==> config.mk <==
export PLATFORM = sky130hd
export DESIGN_NAME = ssd_result_display
export DESIGN_NICKNAME = d
export VERILOG_FILES = /design/src/rtl/ssd_result_display.sv
export SDC_FILE = /design/constraint.sdc
export NUM_CORES = 1
export LEC_CHECK = 0
export ABC_AREA = 0
export BUFFER_PORTS_ARGS = -buffer_cell sky130_fd_sc_hd__buf_2
export CORE_ASPECT_RATIO = 1.5
export CORE_MARGIN = 2
export CORE_UTILIZATION = 32
export CTS_CLUSTER_SIZE = 8
export DETAILED_ROUTE_END_ITERATION = 6
export GPL_TIMING_DRIVEN = 0
export PLACE_DENSITY = 0.55
export SLEW_MARGIN = 20
export SYNTH_ARGS = -nofsm -noshare
export SYNTH_HDL_FRONTEND = slang
export SYNTH_SLANG_ARGS = --single-unit
==> constraint.sdc <==
create_clock -name clk -period 2.4 [get_ports clk]
set_input_delay 0.24 -clock clk [delete_from_list [all_inputs] [get_ports clk]]
set_output_delay 0.24 -clock clk [all_outputs]
set_load 0.03 [all_outputs]
==> src/rtl/ssd_result_display.sv <==
`default_nettype none
// ============================================================================
// Module   : ssd_result_display
// Purpose  : Captures a 16-bit two's-complement ALU result and its overflow
//            flag, converts the magnitude to BCD with a sequential
//            shift-add-3 engine and shows it on a 4-digit multiplexed
//            seven-segment display. All segments and enables are active-low.
// Ports    : clk      - system clock, rising edge
//            rst_n    - asynchronous active-low reset
//            result   - value to display (two's complement)
//            overflow - overflow flag paired with result
//            load     - one-cycle capture request (ignored while busy)
//            busy     - conversion in progress
//            an       - digit enables, an[3] is the leftmost digit
//            seg      - segments {g,f,e,d,c,b,a}
// Revision : 1.0 - initial release
// ============================================================================
module ssd_result_display #(
    parameter int REFRESH_DIV = 50000
) (
    input  logic        clk,
    input  logic        rst_n,
    input  logic [15:0] result,
    input  logic        overflow,
    input  logic        load,
    output logic        busy,
    output logic [3:0]  an,
    output logic [6:0]  seg
);

    localparam int             CNT_W     = (REFRESH_DIV > 1) ? $clog2(REFRESH_DIV) : 1;
    localparam logic [CNT_W-1:0] CNT_MAX = CNT_W'(REFRESH_DIV - 1);

    localparam logic [6:0] SEG_BLANK = 7'b1111111;
    localparam logic [6:0] SEG_MINUS = 7'b0111111;
    localparam logic [6:0] SEG_E     = 7'b0000110;
    localparam logic [6:0] SEG_R     = 7'b0101111;
    localparam logic [6:0] SEG_ZERO  = 7'b1000000;

    typedef enum logic [1:0] {
        IDLE   = 2'd0,
        CONV   = 2'd1,
        COMMIT = 2'd2
    } state_t;

    state_t             state_q, state_d;
    logic               sign_q, sign_d;
    logic               ovf_q, ovf_d;
    logic [15:0]        mag_q, mag_d;
    logic [19:0]        bcd_q, bcd_d;
    logic [3:0]         bit_q, bit_d;
    logic [3:0][6:0]    dig_q, dig_d;
    logic [3:0][6:0]    w_commit;
    logic [CNT_W-1:0]   refresh_q;
    logic [1:0]         idx_q;

    function automatic logic [6:0] seg_code(input logic [3:0] n);
        logic [6:0] c;
        case (n)
            4'd0:    c = 7'b1000000;
            4'd1:    c = 7'b1111001;
            4'd2:    c = 7'b0100100;
            4'd3:    c = 7'b0110000;
            4'd4:    c = 7'b0011001;
            4'd5:    c = 7'b0010010;
            4'd6:    c = 7'b0000010;
            4'd7:    c = 7'b1111000;
            4'd8:    c = 7'b0000000;
            4'd9:    c = 7'b0010000;
            default: c = SEG_BLANK;
        endcase
        return c;
    endfunction

    // Display pattern built from the finished BCD. A negative value always
    // has a zero thousands digit when in range, so the same blanking rule
    // serves both signs for digits 2..0.
    always_comb begin
        logic [3:0] w_d0, w_d1, w_d2, w_d3, w_d4;
        logic       w_err;
        w_d0  = bcd_q[3:0];
        w_d1  = bcd_q[7:4];
        w_d2  = bcd_q[11:8];
        w_d3  = bcd_q[15:12];
        w_d4  = bcd_q[19:16];
        w_err = ovf_q | (w_d4 != 4'd0) | (sign_q & (w_d3 != 4'd0));
        w_commit = {SEG_BLANK, SEG_BLANK, SEG_BLANK, SEG_ZERO};
        if (w_err) begin
            w_commit = {SEG_E, SEG_R, SEG_R, SEG_BLANK};
        end else begin
            w_commit[0] = seg_code(w_d0);
            w_commit[1] = ((w_d3 | w_d2 | w_d1) != 4'd0) ? seg_code(w_d1) : SEG_BLANK;
            w_commit[2] = ((w_d3 | w_d2) != 4'd0) ? seg_code(w_d2) : SEG_BLANK;
            w_commit[3] = sign_q ? SEG_MINUS :
                          ((w_d3 != 4'd0) ? seg_code(w_d3) : SEG_BLANK);
        end
    end

    always_comb begin
        logic [19:0] w_adj;
        state_d = state_q;
        sign_d  = sign_q;
        ovf_d   = ovf_q;
        mag_d   = mag_q;
        bcd_d   = bcd_q;
        bit_d   = bit_q;
        dig_d   = dig_q;
        w_adj   = bcd_q;
        case (state_q)
            IDLE: begin
                if (load) begin
                    state_d = CONV;
                    sign_d  = result[15];
                    mag_d   = result[15] ? (~result + 16'd1) : result;
                    ovf_d   = overflow;
                    bcd_d   = '0;
                    bit_d   = '0;
                end
            end
            CONV: begin
                // Add 3 to any BCD digit >= 5 before shifting in the next bit.
                for (int i = 0; i < 5; i++) begin
                    if (bcd_q[4*i +: 4] >= 4'd5) begin
                        w_adj[4*i +: 4] = bcd_q[4*i +: 4] + 4'd3;
                    end
                end
                bcd_d = (w_adj << 1) | {19'd0, mag_q[15]};
                mag_d = mag_q << 1;
                bit_d = bit_q + 4'd1;
                if (bit_q == 4'd15) begin
                    state_d = COMMIT;
                end
            end
            COMMIT: begin
                state_d = IDLE;
                dig_d   = w_commit;
            end
            default: begin
                state_d = IDLE;
            end
        endcase
    end

    always_ff @(posedge clk or negedge rst_n) begin
        if (!rst_n) begin
            state_q <= IDLE;
            sign_q  <= 1'b0;
            ovf_q   <= 1'b0;
            mag_q   <= '0;
            bcd_q   <= '0;
            bit_q   <= '0;
            dig_q   <= {SEG_BLANK, SEG_BLANK, SEG_BLANK, SEG_ZERO};
        end else begin
            state_q <= state_d;
            sign_q  <= sign_d;
            ovf_q   <= ovf_d;
            mag_q   <= mag_d;
            bcd_q   <= bcd_d;
            bit_q   <= bit_d;
            dig_q   <= dig_d;
        end
    end

    // Scan timing runs free of the conversion FSM.
    always_ff @(posedge clk or negedge rst_n) begin
        if (!rst_n) begin
            refresh_q <= '0;
            idx_q     <= 2'd0;
        end else if (refresh_q == CNT_MAX) begin
            refresh_q <= '0;
            idx_q     <= idx_q + 2'd1;
        end else begin
            refresh_q <= refresh_q + 1'b1;
        end
    end

    assign busy = (state_q != IDLE);
    assign an   = ~(4'b0001 << idx_q);
    assign seg  = dig_q[idx_q];

endmodule
`default_nettype wire

==> impl_metrics.csv <==
group,metric,value,unit
logic_synthesis,synth_edf_count,0,
die,core-area,15600,sq um
logic_synthesis,synth_ff_type,"dfrtp_1",
detailed_routing,top_layer_used,"met4",
placed_design,place_area,5520,sq um
sta,timing.final.crit_period,2.23,ns
clock_network,clockRootBuffer,"clkbuf_16",
setup_path,crit_required,2.65,ns
global_route,grt_pass1_vias,4178,
power_and_ir_drop,peakVddDrop,0.000413,V
sta,grt_setup_unrepaired,"no",
power_and_ir_drop,power.total,6.32,mW
finish,nets,621,
placed_design,portBuffers,31,
finish,fin_area,5860,sq um
placed_design,dpl.cell_count,761,
setup_path,crit_arrival,2.48,ns
finish,final_cell_mix,"68 x dfrtp_1, 48 x nor2_1, 47 x nand2_1",
sta,max_freq,449,MHz
clock_network,clk-insertion-delay-late,0.34,ns
worst_hold_path,hold_path_class,"input port to flop",
setup_path,worst-path-buf-inv,1,
detailed_routing,ant_nets,0,
sta,timing.slew.headroom,46.1,%
die,num_rows,56,
global_route,grt_usage,15.6,%
clock_network,clk_pin_slew,0.07,ns
detailed_routing,wl_met3,309,microns
setup_path,startpoint_type,"flop",
logic_synthesis,avgSynthCellArea,9.66,sq um
detailed_routing,vias,4009,
die,fp.dieW,107,microns
setup_path,crit_chain,"inv_2, ha_2, or3b_2, a221oi_1, nand3_1, a31oi_1, a21oi_1",
finish,instances_no_fill,779,
logic_synthesis,synth_nets,576,
detailed_routing,drt_iter0_markers,238,
detailed_routing,viasPerCell,5.15,
die,ios,32,
power_and_ir_drop,power_density,1080,nW/um^2
clock_network,cts_buffer_depth,2,
setup_path,critPathMaxFanout,6,
finish,syn2layout_area_growth,15.4,%
sta,report.final.slew_viol_count,0,
sta,finalCritPeriodShare,92.9,%
global_route,antenna_found_initial,0,
setup_path,crit_path_end_kind,"flop",
setup_path,critical_path.slowest_cell,"or3b_2",
finish,final_common_cell,"dfrtp_1",
setup_path,critPathMaxStageDelay,0.51,ns
detailed_routing,drc,0,
detailed_routing,wl_met1,5080,microns
global_route,grt_overflow,0,
die,fp.dieArea,16900,sq um
finish,fill_cells,1629,
logic_synthesis,yosysUniqueCellTypes,52,
logic_synthesis,yosys_warnings,0,
logic_synthesis,ys_seq_area_share,44.9,%
detailed_routing,drtPass1Iterations,4,
sta,tns,0,ns
sta,tightestPinTransition,0.806,ns
power_and_ir_drop,p_leak,2.41,nW
logic_synthesis,synthesis.area,5080,sq um
detailed_routing,wl_per_cell,15.6,microns
setup_path,crit_family,"simple AND/OR/NAND/NOR gates",
logic_synthesis,ys_seq_elements,90,
die,die_h,158,microns
sta,hold_viol,0,
die,start_util,32.6,%
sta,fin_worst_skew,0.00963,ns
finish,final_util,37.7,%
placed_design,dp_hpwl,9210,microns
run_status,status,"completed",
sta,setup_viol,0,
global_route,grt_max_degree,64,
clock_network,cts_tree,"done",
setup_path,critPathKind,"flop to flop",
finish,drive_above_1_share,16.8,%
clock_network,htreeDepth,3,
detailed_routing,wl_met2,6600,microns
finish,antenna_cells,0,
global_route,grt_pass1_wl,21000,microns
detailed_routing,wl,12200,microns
flow_run,drv_cap,0,
logic_synthesis,syn_inst,526,
clock_network,cts_sinks,90,
logic_synthesis,synthArstFlopShare,100,%
clock_network,numCtsBuffers,9,
placed_design,finalWeightedCongestion,0.846,
[logic make-up after synthesis]
group / after synthesis / synth area share (%)
simple gates: 159 / 14.8
compound gates: 151 / 19.5
flops: 90 / 44.9
buf+inv: 53 / 3.97
xor+xnor: 33 / 5.69
fa+ha+maj: 30 / 7.39
mux: 10 / 3.72
[final timing paths]
path / start / end / slack [ns] / cells past startpoint
hold / removal: overflow / ovf_q / 0.11 / 3
max in group asynchronous: rst_n / dig_q[27] / 1.42 / 3
setup / recovery: bcd_q[12] / dig_q[17] / 0.17 / 7
hold reg to reg: mag_q[1] / mag_q[1] / 0.49 / 2
min in group asynchronous: rst_n / refresh_q[4] / 0.33 / 2
setup reg to reg: bcd_q[12] / dig_q[17] / 0.17 / 7
[stage by stage]
stage          setup WS (ns)  hold slack (ns)
2_1_floorplan          0.251          -0.0556
3_3_place_gp          -0.360            0.459
3_5_place_dp          -0.352            0.133
4_1_cts              0.00843            0.108
5_1_grt              0.00164            0.122
6_report               0.171            0.108
[where the power goes]
part           switching, mW  internal [mW]
Clock                  0.642          0.720
Combinational           1.64           1.05
Sequential             0.335           1.93
[cells in the mapped netlist (3+ instances only)]
library cell  instances  area [sq um]
xnor2_1              16           140
a21oi_1              35           175
nand2b_1             11          68.8
a31oi_1               3          18.8
a32o_1                3          30.0
nand4_1               6          37.5
o22ai_1              12          75.1
clkbuf_1             22          82.6
mux4_2                7           158
o22a_1                9          78.8
ha_1                 30           375
and3_1                4          25.0
inv_1                28           105
a22oi_1              12          90.1
nand3_1              16          80.1
or2_2                 3          18.8
nor3_1                3          15.0
nor4_1                6          37.5
o31ai_1               8          60.1
dfrtp_1              68          1700
nor2_1               48           180
xor2_1               17           149
nor2b_1               5          31.3
nand2_1              48           180
o211ai_1              5          37.5
o21ai_0              41           205
dfstp_2              22           578
o32ai_1               3          26.3
a22o_1                7          61.3
[metal layers]
layer	up-vias	global-route usage [%]
li1	1982	-
met1	1953	17.9
met2	61	29.8
met3	13	2.13
met4	0	4.58
met5	-	0
[worst register-to-register path, stage by stage, from the launching register on]
cell and delay (ns):
dfrtp_1 0.45, inv_2 0.15, ha_2 0.25, or3b_2 0.51
a221oi_1 0.35, nand3_1 0.14, a31oi_1 0.20, a21oi_1 0.09
[cell type report]
| class | instances | area [sq um] | area share [%] |
|---|---|---|---|
| multi-input cells | 383 | 2630 | 44.8 |
| flip-flops and latches | 90 | 2280 | 38.9 |
| well taps | 203 | 254 | 4.33 |
| clock buffers | 9 | 225 | 3.84 |
| repair buffers | 34 | 206 | 3.52 |
| inverters | 28 | 105 | 1.79 |
| plain buffers | 25 | 103 | 1.75 |
| clock inverters | 7 | 61.3 | 1.05 |
[registers in the layout, indices dropped and copies added (netlist names)]
register and flops:
bcd_q 20, mag_q 16, sign_q 1, bit_q 4, state_q 2, ovf_q 1
dig_q 28, idx_q 2, refresh_q 16
[timing repair]
item,4_1_cts,5_1_grt
hold buffers,1,0
resized for setup,4,6
hold endpoints to repair,26,0
setup endpoints to repair,24,20
pin swaps,0,1
setup buffers,0,1
No activity file was read; power rests on OpenSTA's default activity.
